==> config.mk <==
export PLATFORM = sky130hd
export DESIGN_NAME = risci_mem_arbiter
export DESIGN_NICKNAME = d
export VERILOG_FILES = /design/src/rtl/risci_mem_arbiter.sv
export SDC_FILE = /design/constraint.sdc
export NUM_CORES = 1
export LEC_CHECK = 0
export CELL_PAD_IN_SITES_DETAIL_PLACEMENT = 0
export CELL_PAD_IN_SITES_GLOBAL_PLACEMENT = 1
export CORE_MARGIN = 5
export CORE_UTILIZATION = 27
export DETAILED_ROUTE_END_ITERATION = 8
export PLACE_DENSITY = 0.91
export SYNTH_ARGS = -nofsm -noshare
export SYNTH_HDL_FRONTEND = slang
export SYNTH_SLANG_ARGS = --single-unit
==> constraint.sdc <==
create_clock -name clk -period 1.97 [get_ports clk]
set_input_delay 0.394 -clock clk [delete_from_list [all_inputs] [get_ports clk]]
set_output_delay 0.394 -clock clk [all_outputs]
set_load 0.01 [all_outputs]
==> src/rtl/risci_mem_arbiter.sv <==
// risci_mem_arbiter: fetch/data arbiter and sequencer for the core's single shared memory port.
// Define RISCI_ARB_TIMEOUT_EN to build in the bus watchdog that abandons a stalled transaction.
module risci_mem_arbiter #(
  parameter int VLEN       = 64,
  parameter int DLEN       = 64,
  parameter int ILEN       = 32,
  parameter int STARVE_MAX = 4,
  parameter int TIMEOUT    = 16
) (
  input  logic            clk,
  input  logic            rst,
  input  logic            i_req,
  input  logic [VLEN-1:0] i_addr,
  output logic            i_gnt,
  output logic            i_valid,
  output logic [ILEN-1:0] i_data,
  input  logic            d_req,
  input  logic            d_we,
  input  logic [VLEN-1:0] d_addr,
  input  logic [DLEN-1:0] d_wdata,
  input  logic [1:0]      d_len,
  output logic            d_gnt,
  output logic            d_valid,
  output logic [DLEN-1:0] d_rdata,
  output logic [VLEN-1:0] m_addr,
  output logic            m_re,
  output logic            m_we,
  output logic [DLEN-1:0] m_wdata,
  output logic [1:0]      m_len,
  input  logic [DLEN-1:0] m_rdata,
  input  logic            m_ack,
  output logic            err
);

  if (DLEN != 2 * ILEN || STARVE_MAX < 1 || STARVE_MAX > 15 || TIMEOUT < 2 || TIMEOUT > 255)
  begin : gBadParams
    $error("risci_mem_arbiter: illegal parameter combination");
  end

  typedef enum logic [1:0] {IDLE, BUSY_I, BUSY_D} state_e;

  state_e          state_q, state_d;
  logic [3:0]      starveCnt_q, starveCnt_d;
  logic            starving, iGrant, dGrant, busyDone, timeoutHit;
  logic [VLEN-1:0] mAddr_q;
  logic [DLEN-1:0] mWdata_q, dRdata_q;
  logic [1:0]      mLen_q;
  logic            mRe_q, mWe_q, iValid_q, dValid_q;
  logic [ILEN-1:0] iData_q;

  assign starving = i_req && (starveCnt_q == 4'(STARVE_MAX));
  assign busyDone = (state_q != IDLE) && (m_ack || timeoutHit);

  always_ff @(posedge clk) begin
    if (rst) begin
      state_q     <= IDLE;
      starveCnt_q <= '0;
    end else begin
      state_q     <= state_d;
      starveCnt_q <= starveCnt_d;
    end
  end

  always_comb begin
    state_d     = state_q;
    starveCnt_d = starveCnt_q;
    case (state_q)
      IDLE: begin
        if (dGrant)      state_d = BUSY_D;
        else if (iGrant) state_d = BUSY_I;
        // Only consecutive data wins over a waiting fetch count toward starvation.
        if (dGrant && i_req)
          starveCnt_d = starving ? starveCnt_q : starveCnt_q + 4'd1;
        else if (iGrant || !i_req)
          starveCnt_d = '0;
      end
      BUSY_I, BUSY_D: if (busyDone) state_d = IDLE;
      default: state_d = IDLE;
    endcase
  end

  // Grants are Mealy outputs, suppressed while reset is held so all outputs read 0.
  always_comb begin
    iGrant = 1'b0;
    dGrant = 1'b0;
    if (state_q == IDLE && !rst) begin
      if (d_req && !starving) dGrant = 1'b1;
      else if (i_req)         iGrant = 1'b1;
    end
  end

  always_ff @(posedge clk) begin
    if (rst) begin
      mAddr_q  <= '0;
      mWdata_q <= '0;
      mLen_q   <= '0;
      mRe_q    <= 1'b0;
      mWe_q    <= 1'b0;
      iValid_q <= 1'b0;
      dValid_q <= 1'b0;
      iData_q  <= '0;
      dRdata_q <= '0;
    end else begin
      iValid_q <= 1'b0;
      dValid_q <= 1'b0;
      if (iGrant) begin
        mAddr_q <= i_addr;
        mLen_q  <= 2'b10;
        mRe_q   <= 1'b1;
        mWe_q   <= 1'b0;
      end else if (dGrant) begin
        mAddr_q  <= d_addr;
        mWdata_q <= d_wdata;
        mLen_q   <= d_len;
        mRe_q    <= !d_we;
        mWe_q    <= d_we;
      end else if (busyDone) begin
        mRe_q <= 1'b0;
        mWe_q <= 1'b0;
        // A watchdog expiry still completes the owner's request, with zero data.
        if (state_q == BUSY_I) begin
          iValid_q <= 1'b1;
          if (timeoutHit)      iData_q <= '0;
          else if (mAddr_q[2]) iData_q <= m_rdata[DLEN-1:ILEN];
          else                 iData_q <= m_rdata[ILEN-1:0];
        end else begin
          dValid_q <= 1'b1;
          dRdata_q <= (timeoutHit || mWe_q) ? '0 : m_rdata;
        end
      end
    end
  end

`ifdef RISCI_ARB_TIMEOUT_EN
  logic [7:0] wdog_q;
  logic       err_q;

  // An ack landing on the expiry cycle wins, so the timeout is masked by m_ack.
  assign timeoutHit = (state_q != IDLE) && !m_ack && (wdog_q == 8'(TIMEOUT - 1));
  assign err        = err_q;

  always_ff @(posedge clk) begin
    if (rst) begin
      wdog_q <= '0;
      err_q  <= 1'b0;
    end else begin
      err_q <= timeoutHit;
      if (iGrant || dGrant)     wdog_q <= '0;
      else if (state_q != IDLE) wdog_q <= wdog_q + 8'd1;
    end
  end
`else
  assign timeoutHit = 1'b0;
  assign err        = 1'b0;
`endif

  assign i_gnt   = iGrant;
  assign d_gnt   = dGrant;
  assign i_valid = iValid_q;
  assign i_data  = iData_q;
  assign d_valid = dValid_q;
  assign d_rdata = dRdata_q;
  assign m_addr  = mAddr_q;
  assign m_re    = mRe_q;
  assign m_we    = mWe_q;
  assign m_wdata = mWdata_q;
  assign m_len   = mLen_q;

endmodule

* Yosys cells after proc, flatten, opt, wreduce, memory -nomap -nowiden *
Index checks and enable logic that the tools add are counted.

cells by class
  add/sub/neg operators = 1
  equality and inequality tests = 6
  multiplexer cells = 24
  bitwise gates (word level) = 4
  reductions and logical operators = 24

operators by type and width
  operator                                                                number
  64-bit 2-to-1 mux                                                       3
  32-bit 2-to-1 mux                                                       1
  4-bit 2-to-1 mux                                                        3
  1-bit 2-to-1 mux                                                        11
  2-bit 2-to-1 mux                                                        5
  4-bit AND reduction                                                     2
  2-bit nonzero test                                                      4
  1-bit logical AND                                                       5
  4-bit by 1-bit adder with 4-bit output (second input constant)          1
  4-bit by 3-bit equality test with 1-bit output (second input constant)  1
  1-bit logical NOT                                                       4
  2-bit != test (second input constant)                                   2
  1-bit NOT                                                               4
  2-bit case mux with 2 select lines                                      1
  2-bit AND reduction                                                     2
  2-bit OR reduction                                                      2
  4-bit OR reduction                                                      1
  3-bit != test (second input constant)                                   1
  3-bit AND reduction                                                     1
  3-bit nonzero test                                                      1
  2-bit by 1-bit equality test with 1-bit output (second input constant)  1
  2-bit equality test (second input constant)                             1
  2-bit logical NOT                                                       1
  1-bit logical OR                                                        1

word-level totals
  bits in registers = 236

* Depth between registers and ports, before layout *
  depth in word-level cells = 9
  mapped depth = 9
  depth with buffers taken out = 7

* Worst setup path after synthesis *
OpenSTA, ideal clock, no wires.

  kind = register to register
  start = register state_q[0]
  end = register dRdata_q[10] (netlist: d_rdata[10])
  data arrival time = 1648 ps
  required time = 1910 ps
  setup slack = 262 ps
  stages on the path, launching flop included = 8
  buffers on the path = 2
  period minus slack after synthesis = 1708 ps
  path through = dfxtp_1 > inv_1 > ha_1 > nand2b_1 > buf_4 > nor4_4 > clkbuf_1 > a22o_1

between the ends
  longest elaborated chain between the ends = 5
  elaborated cells on any way between the ends = 11

RTL lines
  element                          RTL line  text
  start: declaration               42        state_e state_q, state_d;
  start signal: assignment         59        state_q <= state_d;
  2-bit logical NOT                86        if (state_q == IDLE && !rst) begin
  1-bit logical AND                86
  1-bit 2-to-1 mux                 86
  1-bit NOT (no line)              n/a
  4-bit AND reduction (no line) *  n/a
  end signal: assignment           128       dRdata_q <= (timeoutHit || mWe_q) ? '0 : m_rdata;
  end: declaration                 46        logic [DLEN-1:0] mWdata_q, dRdata_q;

Every way passes the cells marked *; elsewhere a longest branch is shown, timed or not.
A chain may end at the register's enable or synchronous reset.

* Worst setup path in the final report *
  start = register starveCnt_q[0]
  end = output port d_gnt

between the ends
  longest elaborated chain between the ends = 6

RTL lines
  element                                         RTL line  text
  start: declaration                              43        logic [3:0] starveCnt_q, starveCnt_d;
  start signal: assignment                        60        starveCnt_q <= starveCnt_d;
  4-bit by 3-bit equality test with 1-bit output  51        assign starving = i_req && (starveCnt_q == 4'(STARVE_MAX));
  1-bit logical AND                               51
  1-bit logical NOT                               87        if (d_req && !starving) dGrant = 1'b1;
  1-bit logical AND                               87
  1-bit 2-to-1 mux                                87
  1-bit 2-to-1 mux                                86
  end: declaration                                22        output logic d_gnt,

Every way passes these cells.

==> out/qor.yml <==
power:
  peakVddDrop_uv: 591
  static-leakage-power_nw: 6.08
  totalPowerFinal_mw: 14.9
  power.density_nw_per_um2: 952
detailed_routing:
  detailroute.via_count: 9013
  detail-route-antenna-nets: 0
  dr.pass1.iters: 4
  drt_iter0_drc: 433
  via_per_inst: 4.66
  finalWirelength_um: 36000
  drc_errors: 0
  routed_wire_per_std_cell_um: 18.6
die:
  chip_width_um: 191
  ios: 497
  die_h_um: 191
  placementRows: 66
  dieArea_um2: 36600
  design.core.area_um2: 32500
  effective_utilization_at_floorplan: 0.273
sta:
  final-hold-violation-count: 0
  fin_skew_ps: 11.3
  unrepaired_setup_endpoints_after_global_routing: "true"
  setup_slack_ps: -117
  worst_slew_pin_tran_ps: 930
  timing.final.setup_violations: 2
  max_freq_mhz: 479
  maxSlewViolCount: 0
  min_period_over_period: 1.06
  slew_headroom: 0.380
  final_period_minus_worst_setup_slack_ps: 2090
setup_path:
  critical_path.n_buffers_inverters: 4
  regToRegEndpoint: "m_addr[51]"
  arrival_time_at_the_worst_endpoint_ps: 1690
  setup.worst_path.start_class: "register"
  cp_data_required_time_ps: 1580
  worstSetupPathType: "register to primary output"
  timing.critical_path.slowest_cell_delay_ps: 320
  max_fanout_on_critical_path: 2
  worstPathCellList: "inv_2 > ha_4 > nand3b_1 > buf_4 > o211ai_4 > inv_2 > buf_6"
  most_numerous_cell_on_the_critical_path: "inv_2"
  crit_path_leading_delay_family: "buffers and inverters"
  number_of_cells_traversed_by_the_worst_register_to_register_path: 9
  rr_startpoint: "starveCnt_q[0]"
  rrSetupSlack_ps: 0
  worstSetupEndpointType: "primary output"
  worst_path_max_delay_cell: "dfxtp_2"
synthesis:
  synth.net_count: 1252
  synth.yosys.warnings: 0
  post_synth_cell_types: 33
  synth.ff_latch_count: 236
  register_area_share_after_synthesis: 0.532
  synthesis.instances: 984
  synth_top_cell_area_share: 0.532
  postSynthAreaPerCell_um2: 9.03
  syn_area_um2: 8880
  post_synth_main_area_contributors: "dfxtp_1, nor2_1, a22o_1"
  synth_top_cell_by_area: "dfxtp_1"
layout:
  nFillCells: 3053
  area_growth_syn_to_layout_pct: 76.0
  mostFrequentLayoutCells: "clkdlybuf4s50_1, dfxtp_1, nor2_1"
  antenna-diode-count: 0
  final_common_cell: "clkdlybuf4s50_1"
  post_route_cells_drive_above_1_share: 0.0845
  multi_input_comb_area_um2: 3810
  area.sequential_um2: 4730
  final_cell_area_um2: 15600
  finalNetCount: 1739
clock_tree:
  numCtsBuffers: 28
  clock_sinks: 236
  ctsHoldBuffers: 0
  htree_num_levels: 1
  worst_setup_hold_path_clk_slew_ps: 60
  cts-root-buf: "clkbuf_16"
  tritoncts: "done"
  clkLatencyLatePin_ps: 540
  clockBufferDepth: 3
outcome:
  run_status: "finished with violations"
  failing_checks: "setup timing"
grt:
  globalRouteOverflowTotal: 0
  via_count_of_the_first_global_routing_pass: 8989
  groute.usage.overall: 0.175
  number_of_antenna_violations_at_the_first_check_in_global_routing: 0
  grt_first_pass_wirelength_um: 51300
  maximum_number_of_pins_on_one_net_before_global_route_repair: 88
hold_path:
  worst_hold_startpoint: "d_wdata[10]"
  hold-path-endpoint: "m_wdata[10]"
  hold_path.class: "input port to register"
  min_path_cells: 3
place:
  placed_cell_area_um2: 14400
  gp_congestion: 0.814
  place_hpwl_um: 25300
  count_of_port_buffers_added_during_placement: 495
job:
  maxCapViolations: 0
per-stage QoR:
step | setup slack, ps | TNS, ps | hold slack [ps] | util | instances
after global routing | -224 | -3150 | 367 | 0.480 | 1934
after detailed placement | -338 | -25340 | 463 | 0.442 | 1873
after floorplan | 262 | 0 | 476 | - | 984
final | -117 | -213 | 382 | 0.480 | 1934
after CTS | -165 | -564 | 352 | 0.476 | 1927
after global placement | -375 | -24320 | 460 | 0.442 | 1873
sequential cells by signal, indices dropped and copies added (netlist names):
name,count
d_rdata,64
state_q,2
m_wdata,64
m_addr,64
m_we,1
d_valid,1
starveCnt_q,4
m_re,1
i_data,32
i_valid,1
m_len,2
repair_timing:
item / CTS / global route
pin swaps: 3 / 5
resized for setup: 24 / 21
setup endpoints to repair: 82 / 194
buffers inserted: 2 / 4
gates cloned: 1 / 4
worst max-delay path by stage:
stage,start,endpoint,cells after the start
CTS,starveCnt_q[1],d_gnt,7
global route,starveCnt_q[0],d_gnt,7
floorplan,state_q[0],d_rdata[10],7
finish,starveCnt_q[0],d_gnt,7
global placement,i_req,m_len[0],7
detailed placement,i_req,m_len[0],7
tightest hold or removal path, delay by kind of cell:
family / cells / cell delay, ps
AND/OR/NAND/NOR: 2 / 90
buffers and inverters: 1 / 390
layer usage:
layer	vias to the layer above	global-route usage	part of all wire
li1	4355	-	-
met1	4231	0.209	0.39
met2	370	0.300	0.49
met3	57	0.0575	0.092
met4	0	0.0519	0.031
met5	-	0	0
cell usage after synthesis (all sizes together):
master	n
nor2	231
a22oi	1
nand2b	5
nor4	65
a2bb2oi	1
dfxtp	236
conb	1
mux2i	33
and3	1
o21a	1
nor3	4
nand3b	67
o211ai	1
clkbuf	40
nor2b	1
ha	4
nand4b	1
a21oi	4
nand3	6
a21o	1
buf	40
inv	8
nand2	131
a22o	64
a211oi	35
a31oi	2
where the power goes:
| group | internal [mW] | switching, mW | total, mW |
|---|---|---|---|
| Clock | 3.63 | 2.09 | 5.72 |
| Sequential | 5.30 | 0.291 | 5.59 |
| Combinational | 1.96 | 1.59 | 3.56 |
cell families after synthesis:
logic type,Yosys count,synth area share
buffers and inverters,88,0.0469
multiplexers,33,0.0372
adder cells (fa/ha/maj),4,0.00564
AO/OA/AOI/OAI,110,0.101
other,1,0.000422
AND/OR/NAND/NOR,512,0.277
flip-flops,236,0.532
cell type report:
type,count,area share
well taps,442,0.0354
repair buffers,537,0.350
flip-flops and latches,236,0.303
multi-input cells,660,0.244
inverters,8,0.00208
clock buffers,41,0.0544
clock inverters,10,0.0118
(Power assumes the default switching activity.)
